===== config.mk =====
export PLATFORM = sky130hd
export DESIGN_NAME = cnt_share_ctrl
export DESIGN_NICKNAME = d
export VERILOG_FILES = /design/src/rtl/cnt_pkg.sv /design/src/rtl/cnt_share_ctrl_rr_arbiter.sv /design/src/rtl/cnt_share_ctrl.sv
export SDC_FILE = /design/constraint.sdc
export NUM_CORES = 1
export LEC_CHECK = 0
export BUFFER_PORTS_ARGS = -buffer_cell sky130_fd_sc_hd__buf_2
export CORE_MARGIN = 1.5
export CORE_UTILIZATION = 43
export CTS_BUF_LIST = sky130_fd_sc_hd__clkbuf_2
export DETAILED_ROUTE_END_ITERATION = 8
export GPL_TIMING_DRIVEN = 0
export PLACE_DENSITY = 0.66
export SLEW_MARGIN = 20
export SYNTH_ARGS = -nofsm -noshare
export SYNTH_HDL_FRONTEND = slang
export SYNTH_HIERARCHICAL = 1
export SYNTH_SLANG_ARGS = --single-unit

===== constraint.sdc =====
create_clock -name clk -period 1.9 [get_ports clk]
set_input_delay 0.57 -clock clk [delete_from_list [all_inputs] [get_ports clk]]
set_output_delay 0.57 -clock clk [all_outputs]
set_load 0.01 [all_outputs]

===== src/rtl/cnt_pkg.sv =====
// Shared types and digit-chain increment helpers for the shared counter block.
package cnt_pkg;

  // Upper bound on digits per channel supported by the increment helpers.
  localparam int MAX_SEGMENTS = 8;

  typedef logic [3:0] digit_t;

  typedef enum logic [1:0] {
    IDLE  = 2'd0,
    CALC  = 2'd1,
    WRITE = 2'd2
  } state_t;

  // Digit 0 is the least significant digit.
  typedef digit_t digit_arr_t [MAX_SEGMENTS];

  // Binary increment over the low n digits; digits at or above n pass through.
  function automatic void hex_inc(input digit_arr_t d, input int n, output digit_arr_t q);
    logic carry;
    carry = 1'b1;
    for (int i = 0; i < MAX_SEGMENTS; i++) begin
      q[i] = d[i];
      if (i < n && carry) begin
        q[i]  = d[i] + 4'd1;
        carry = (d[i] == 4'hF);
      end
    end
  endfunction

  // BCD ripple increment over the low n digits: 9 + carry -> 0, carry continues.
  function automatic void bcd_inc(input digit_arr_t d, input int n, output digit_arr_t q);
    logic carry;
    carry = 1'b1;
    for (int i = 0; i < MAX_SEGMENTS; i++) begin
      q[i] = d[i];
      if (i < n && carry) begin
        if (d[i] == 4'd9) begin
          q[i] = 4'd0;
        end else begin
          q[i]  = d[i] + 4'd1;
          carry = 1'b0;
        end
      end
    end
  endfunction

endpackage


===== src/rtl/cnt_share_ctrl_rr_arbiter.sv =====
// Round-robin picker: one-hot winner from req, priority pointer advances
// to the channel after the winner whenever the FSM accepts a grant.
module rr_arbiter #(
  parameter int NUM_REQ = 2,
  parameter int IDXW    = 1
) (
  input  logic               clk,
  input  logic               reset,
  input  logic [NUM_REQ-1:0] req,
  input  logic               accept,
  output logic [NUM_REQ-1:0] gnt,
  output logic [IDXW-1:0]    gnt_idx
);

  logic [IDXW-1:0] ptr;

  // Scan from the priority pointer upward, wrapping, and take the first request.
  always_comb begin
    int   c;
    logic found;
    gnt     = '0;
    gnt_idx = '0;
    found   = 1'b0;
    c       = 0;
    for (int k = 0; k < NUM_REQ; k++) begin
      c = int'(ptr) + k;
      if (c >= NUM_REQ) c = c - NUM_REQ;
      if (!found && req[IDXW'(c)]) begin
        found             = 1'b1;
        gnt[IDXW'(c)]     = 1'b1;
        gnt_idx           = IDXW'(c);
      end
    end
  end

  // Priority pointer: channel after the one just accepted becomes top priority.
  always_ff @(posedge clk) begin
    if (reset) begin
      ptr <= '0;
    end else if (accept) begin
      ptr <= (gnt_idx == IDXW'(NUM_REQ - 1)) ? '0 : gnt_idx + IDXW'(1);
    end
  end

endmodule


===== src/rtl/cnt_share_ctrl.sv =====
// Shared hex/decimal incrementer time-multiplexed across NUM_REQ button
// channels. Each request is a 3-cycle read-modify-write (IDLE/CALC/WRITE);
// clears are immediate and abort an in-flight update of the same channel.
module cnt_share_ctrl
  import cnt_pkg::*;
#(
  parameter string MODE         = "HEX",
  parameter int    NUM_SEGMENTS = 4,
  parameter int    NUM_REQ      = 2
) (
  input  logic                                       clk,
  input  logic                                       reset,
  input  logic [NUM_REQ-1:0]                         req_pulse,
  input  logic [NUM_REQ-1:0]                         clr_pulse,
  output logic [NUM_REQ-1:0][NUM_SEGMENTS-1:0][3:0]  encoded,
  output logic [NUM_REQ-1:0][NUM_SEGMENTS-1:0]       digit_point,
  output logic [NUM_REQ-1:0]                         grant,
  output logic [NUM_REQ-1:0]                         pending,
  output logic [NUM_REQ-1:0]                         dropped
);

  localparam int IDXW   = (NUM_REQ > 1) ? $clog2(NUM_REQ) : 1;
  localparam bit IS_DEC = (MODE == "DEC");

  state_t                            state;
  logic [IDXW-1:0]                   gnt_idx;
  logic [NUM_SEGMENTS-1:0][3:0]      operand_r;
  logic [NUM_SEGMENTS-1:0][3:0]      result_r;
  logic [NUM_SEGMENTS-1:0][3:0]      inc_val;

  logic [NUM_REQ-1:0]                arb_req;
  logic [NUM_REQ-1:0]                win_onehot;
  logic [IDXW-1:0]                   win_idx;
  logic                              accept;
  logic [NUM_REQ-1:0]                served;
  logic                              abort;

  // A channel being cleared this cycle cannot win: its pending bit is going
  // away and its count is being zeroed, so an increment would be stale.
  assign arb_req = pending & ~clr_pulse;
  assign accept  = (state == IDLE) && (|arb_req);
  assign served  = accept ? win_onehot : '0;
  assign abort   = (state != IDLE) && clr_pulse[gnt_idx];

  rr_arbiter #(
    .NUM_REQ (NUM_REQ),
    .IDXW    (IDXW)
  ) u_arb (
    .clk     (clk),
    .reset   (reset),
    .req     (arb_req),
    .accept  (accept),
    .gnt     (win_onehot),
    .gnt_idx (win_idx)
  );

  // Increment of the latched operand, digit chain selected by MODE.
  always_comb begin
    digit_arr_t d_in;
    digit_arr_t d_out;
    d_in    = '{default: '0};
    d_out   = '{default: '0};
    inc_val = '0;
    for (int i = 0; i < NUM_SEGMENTS; i++) d_in[i] = operand_r[i];
    if (IS_DEC) bcd_inc(d_in, NUM_SEGMENTS, d_out);
    else        hex_inc(d_in, NUM_SEGMENTS, d_out);
    for (int i = 0; i < NUM_SEGMENTS; i++) inc_val[i] = d_out[i];
  end

  // Sequencer plus count register file; clears are applied last so they win.
  always_ff @(posedge clk) begin
    if (reset) begin
      state       <= IDLE;
      gnt_idx     <= '0;
      grant       <= '0;
      operand_r   <= '0;
      result_r    <= '0;
      encoded     <= '0;
      digit_point <= '1;
    end else begin
      case (state)
        IDLE: begin
          if (accept) begin
            gnt_idx   <= win_idx;
            operand_r <= encoded[win_idx];
            grant     <= win_onehot;
            state     <= CALC;
          end
        end
        CALC: begin
          if (abort) begin
            grant <= '0;
            state <= IDLE;
          end else begin
            result_r <= inc_val;
            state    <= WRITE;
          end
        end
        WRITE: begin
          grant <= '0;
          state <= IDLE;
          if (!abort) begin
            encoded[gnt_idx]        <= result_r;
            digit_point             <= '1;
            digit_point[gnt_idx][0] <= 1'b0;
          end
        end
        default: begin
          grant <= '0;
          state <= IDLE;
        end
      endcase
      for (int i = 0; i < NUM_REQ; i++) begin
        if (clr_pulse[i]) encoded[i] <= '0;
      end
    end
  end

  // Request latch per channel; a new pulse beats the service clear, and a
  // pulse landing on an already-pending channel is lost but remembered.
  always_ff @(posedge clk) begin
    if (reset) begin
      pending <= '0;
      dropped <= '0;
    end else begin
      for (int i = 0; i < NUM_REQ; i++) begin
        if (clr_pulse[i]) begin
          pending[i] <= 1'b0;
          dropped[i] <= 1'b0;
        end else if (req_pulse[i]) begin
          if (pending[i] && !served[i]) dropped[i] <= 1'b1;
          pending[i] <= 1'b1;
        end else if (served[i]) begin
          pending[i] <= 1'b0;
        end
      end
    end
  end

endmodule

==> qor.yml, run 1 <==
ys_ff_latch: 76
layout_commonest_cell: "dfxtp_1"
worstSetupPathType: "reg2reg"
num_rows: 31
synth_cell_type_count: 39
antenna_found_initial: 0
clockRootBuffer: "clkbuf_2"
hold_class: "in2reg"
path_cells: "nor2b_4 > and2_2 > buf_2 > buf_6 > mux2i_1 > a211oi_1"
grt_pass1_wl_mm: 12.7
hold_viol: 0
max_slew.worst_pin.slew_ns: 0.712
r2r_cells: 6
async_flop_share: 0
die_area_mm2: 0.00816
seq_area_frac_synth: 0.464
cts_max_path_buffers: 2
drive_gt1_frac: 0.253
antenna_left: 0
finalCritPeriodShare: 0.933
core_area_mm2: 0.00733
critPathSlowestCell: "dfxtp_1"
cp.required_ns: 2.33
syn_avg_cell_area_um2: 9.06
routed_via_density: 5.05
design_area_mm2: 0.00375
synth_area_leaders: "dfxtp_1, nand2_1, mux2i_1"
critPathLaunchType: "flop"
area_growth_pct: 14.5
maxSlewViolCount: 0
fillCellCount: 735
path_buf_inv: 2
vdd_drop_max_v: 0.000440
crit_arrival_ns: 2.20
grt_max_degree: 12
synth_area_leader_cell: "dfxtp_1"
fin_total_pwr_mw: 2.60
finalCriticalPeriod_ns: 1.77
initial_utilization: 0.447
ios: 52
cts_tree: "done"
portBuffers: 45
place_area_mm2: 0.00365
cp-end-kind: "flop"
dr.pass1.iters: 4
clk_latency_ns: 0.53
netlist.area_leader.share: 0.464
route.met3.wl_um: 260
timing.slew.headroom: 0.526
dp.cells: 511
hold_buffers: 0
crit_family: "buffers and inverters"
route.detailed.wl_per_inst_um: 14.6
maxCapViolations: 0
cts.sinks: 76
rsz0062_at_grt: "no"
cp_max_fo: 10
stdcell_count: 529
mostFrequentLayoutCells: "dfxtp_1, nand2_1, buf_2"
cts.clk_slew.worst_paths_ns: 0.21
drtIter0Drc: 143
wl_mm: 7.74
met1Wirelength_mm: 3.75
dieWidth_um: 90.3
synth_edf_count: 0
netlist_area_mm2: 0.00328
fin_worst_skew_ns: 0.0254
critical_path.max_stage_delay_ns: 0.41
overflow: 0
p_leak_nw: 1.34
outcome: "complete, no violations"
antenna_cells: 0
cts_max_level: 3
dp_hpwl_mm: 5.43
cts_buffers: 9
power_density_mw_per_mm2: 693
fin_nets: 435
clock.fmax_mhz: 564
worstHoldPathCells: 3
cp.depth: 6
grt_pass1_vias: 2496
setup_viol: 0
grt_use_total: 0.200
syn_inst: 362
vias: 2671
fp.dieH_um: 90.3
ys_warn_count: 6
met2_length_mm: 3.64
gp_congestion: 0.851
drc: 0
top_layer: "met4"
synth_flop_cell: "dfxtp_1"
==> cell families after synthesis <==
kind of cell / count (synthesis) / synth area share
flops: 76 / 0.464
xor+xnor: 11 / 0.0294
buf+inv: 32 / 0.0595
other cells: 2 / 0.00229
simple gates: 137 / 0.192
mux: 22 / 0.0672
compound gates: 78 / 0.170
fa+ha+maj: 4 / 0.0153
==> synth_stat cells, types with 2 or more instances <==
master	n
dfxtp_1	76
xor2_1	3
buf_6	3
nand2_1	69
mux2i_1	22
o211ai_1	2
nor2b_1	4
clkbuf_1	8
conb_1	2
nor2_1	41
ha_1	4
a211oi_1	15
nor3_1	2
buf_2	8
xnor2_1	8
a21oi_1	38
buf_4	11
o21ai_0	3
nand3_1	7
a31oi_1	3
or2_2	2
a211oi_2	14
==> worst min-delay path, stage by stage <==
cell and delay [ns]:
buf_2 0.09, a21oi_1 0.03, nor2_1 0.06
==> where the power goes <==
part           switching (mW)  total [mW]  internal [mW]
combinational           0.120       0.203         0.0830
clock                   0.538       0.725          0.187
sequential             0.0401        1.67           1.63
total                   0.698        2.60           1.90
==> registers in the layout, indices dropped and copies added (netlist names) <==
register     count
state            2
pending          2
result_r        16
encoded         32
grant            2
digit_point      2
gnt_idx          1
dropped          2
u_arb/ptr        1
operand_r       16
==> metal layers <==
layer	global-route usage	up-vias
li1	-	1360
met1	0.253	1261
met5	0	-
met2	0.334	41
met3	0.0539	9
met4	0.0582	0
==> final timing paths <==
kind           startpoint           end  slack, ns
max            pending[0]  operand_r[9]       0.13
min          req_pulse[0]    pending[0]       0.25
max reg2reg    pending[0]  operand_r[9]       0.13
min reg2reg   result_r[4]    encoded[4]       0.46
==> final cells by class <==
cell class	count	area, µm²	area share
well taps	99	124	0.0330
clock buffers	13	65.1	0.0173
inverters	1	3.75	0.00100
repair buffers	47	240	0.0640
clock inverters	3	13.8	0.00367
flip-flops and latches	76	1520	0.405
multi-input cells	259	1590	0.423
plain buffers	31	198	0.0527
==> stage by stage <==
step            util  setup slack, ns  TNS [ns]  hold slack (ns)
2_1_floorplan      -           0.0352         0            0.442
3_3_place_gp   0.498           -0.456     -6.98            0.445
3_5_place_dp   0.498           -0.436     -6.59            0.456
4_1_cts        0.509          0.00782         0            0.216
5_1_grt        0.512           0.0217         0            0.244
6_report       0.512            0.127         0            0.250
==> repair_timing <==
item,4_1_cts,5_1_grt
setup buffers,0,2
resized for setup,2,1
pin swaps,0,1
setup endpoints to repair,9,18
No activity file was read; power rests on OpenSTA's default activity.
==> run 2, diff against run 1 <==
- MAX_ROUTING_LAYER: default -> met4
==> run 2 against run 1 <==
Against the previous run: utilization is the same; first-iteration DRC count shrank 9.1%; sequential share of layout area unchanged; critical path depth is the same; highest routed layer unchanged; sequential power hardly changed; clock skew down 0.0016 ns; cell count unchanged; global-route usage grew 0.63 points; wire length about the same; register-to-register slack about the same; clock power is 0.6% lower; maximum frequency about the same.
==> qor.yml, run 2 (synthesis results as in run 1) <==
setup_viol: 0  # unchanged
cp-end-kind: "flop"  # unchanged
dp_hpwl_mm: 5.43  # unchanged
timing.slew.headroom: 0.524  # was 0.526
combPwrFrac: 0.078  # about the same
grt_use_total: 0.206  # was 0.200
area_growth_pct: 14.5  # unchanged
crit_arrival_ns: 2.19  # was 2.20 ns
core_area_mm2: 0.00733  # unchanged
fin_total_pwr_mw: 2.60  # about the same
outcome: "complete, no violations"  # unchanged
cts_max_level: 3  # unchanged
mostFrequentLayoutCells: "dfxtp_1, nand2_1, buf_2"  # unchanged
finalCriticalPeriod_ns: 1.77  # about the same
r2r_start: "pending[0]"  # unchanged
cts.clk_slew.worst_paths_ns: 0.20  # was 0.21 ns
clk_latency_ns: 0.53  # about the same
rsz0062_at_grt: "no"  # unchanged
drc: 0  # unchanged
cts_buffers: 9  # unchanged
swShare: 0.267  # was 0.268
route.detailed.wl_per_inst_um: 14.6  # about the same
multiInputGateArea_mm2: 0.00159  # unchanged
seq_area_mm2: 0.00152  # unchanged
setup_tns_ns: 0  # unchanged
dr.pass1.iters: 4  # unchanged
max_slew.worst_pin.slew_ns: 0.714  # was 0.712 ns
hp-start: "req_pulse[0]"  # unchanged
fin_nets: 435  # unchanged
clkPwrFrac: 0.277  # was 0.279
overflow: 0  # unchanged
vdd_drop_max_v: 0.000438  # was 0.000440 V
cts_tree: "done"  # unchanged
grt_pass1_vias: 2488  # was 2,496
p_int_mw: 1.90  # about the same
antenna_cells: 0  # unchanged
cp.required_ns: 2.32  # was 2.33 ns
critPathLaunch: "pending[0]"  # unchanged
layout_commonest_cell: "dfxtp_1"  # unchanged
cts.sinks: 76  # unchanged
wl_mm: 7.74  # about the same
drive_gt1_frac: 0.253  # unchanged
hold_viol: 0  # unchanged
top_regs: "encoded: 32 flops, operand_r: 16 flops, result_r: 16 flops"  # unchanged
cp_max_fo: 10  # unchanged
worstSetupPathType: "reg2reg"  # unchanged
vias: 2671  # unchanged
grt_pass1_wl_mm: 12.7  # about the same
fin_worst_skew_ns: 0.0238  # was 0.0254 ns
maxSlewViolCount: 0  # unchanged
clock.fmax_mhz: 564  # about the same
maxCapViolations: 0  # unchanged
antenna_left: 0  # unchanged
dieWidth_um: 90.3  # unchanged
p_leak_nw: 1.34  # unchanged
critPathLaunchType: "flop"  # unchanged
portBuffers: 45  # unchanged
gp_congestion: 0.864  # was 0.851
largest_reg_flops: 32  # unchanged
hold_buffers: 0  # unchanged
top_register: "encoded"  # unchanged
num_rows: 31  # unchanged
finalCritPeriodShare: 0.933  # about the same
cts_max_path_buffers: 2  # unchanged
ios: 52  # unchanged
antenna_found_initial: 0  # unchanged
power_density_mw_per_mm2: 692  # was 693 mW/mm²
seq_power_share: 0.644  # was 0.643
switching_power_uw: 694  # was 698 µW
clockRootBuffer: "clkbuf_2"  # unchanged
initial_utilization: 0.447  # unchanged
fp.dieH_um: 90.3  # unchanged
die_area_mm2: 0.00816  # unchanged
routed_via_density: 5.05  # unchanged
grt_max_degree: 12  # unchanged
drtIter0Drc: 130  # was 143
hold_class: "in2reg"  # unchanged
fillCellCount: 735  # unchanged
run 2: cell counts in the layout (fill, tap and decap cells not counted):
Identical to the previous run, type by type.
run 2: final cells by class:
cell class | count | area share
Buffer | 31 | 0.0527
Clock buffer | 13 | 0.0173
Clock inverter | 3 | 0.00367
Inverter | 1 | 0.00100
Multi-Input combinational cell | 259 | 0.423
Sequential cell | 76 | 0.405
Tap cell | 99 | 0.0330
Timing Repair Buffer | 47 | 0.0640
run 2: path summary, 6_finish.rpt:
| path | end | slack, ns | cells past startpoint |
|---|---|---|---|
| max | operand_r[9] | 0.13 | 6 |
| min | pending[0] | 0.26 | 3 |
| max reg2reg | operand_r[9] | 0.13 | 6 |
| min reg2reg | encoded[4] | 0.46 | 2 |
run 2: stage by stage:
stage | util | hold slack (ns) | area, µm² | worst slack, ns | instances
2_1_floorplan | - | 0.442 | 3300 | 0.0352 | 367
3_3_place_gp | 0.498 | 0.445 | 3650 | -0.456 | 511
3_5_place_dp | 0.498 | 0.456 | 3650 | -0.436 | 511
4_1_cts | 0.509 | 0.216 | 3730 | 0.00782 | 527
5_1_grt | 0.512 | 0.234 | 3750 | 0.0154 | 529
6_report | 0.512 | 0.257 | 3750 | 0.128 | 529
run 2: per-layer routing:
layer,up-vias,track usage,wire [µm]
li1,1361,-,-
met1,1259,0.254,3740
met2,41,0.334,3630
met3,10,0.0539,275
met4,0,0.0582,94
met5,-,-,0
run 2: what timing repair did:
action / CTS / global route
setup buffers: 0 / 2
setup endpoints to repair: 9 / 18
pin swaps: 0 / 1
resized for setup: 2 / 1
run 2: power groups by stage:
stage | Sequential [mW] | Clock, mW | Combinational (mW)
6_report | 1.67 | 0.721 | 0.203
5_1_grt | 1.68 | 0.808 | 0.225
4_1_cts | 1.67 | 0.744 | 0.203
3_5_place_dp | 1.71 | 0 | 0.202
3_3_place_gp | 1.70 | 0 | 0.199
2_1_floorplan | 1.70 | 0 | 0.151
run 2: worst max-delay path, stage by stage (launching register included):
cell	delay, ns
dfxtp_1	0.41
nor2b_4	0.22
and2_2	0.16
buf_2	0.27
buf_6	0.23
mux2i_1	0.27
a211oi_1	0.10
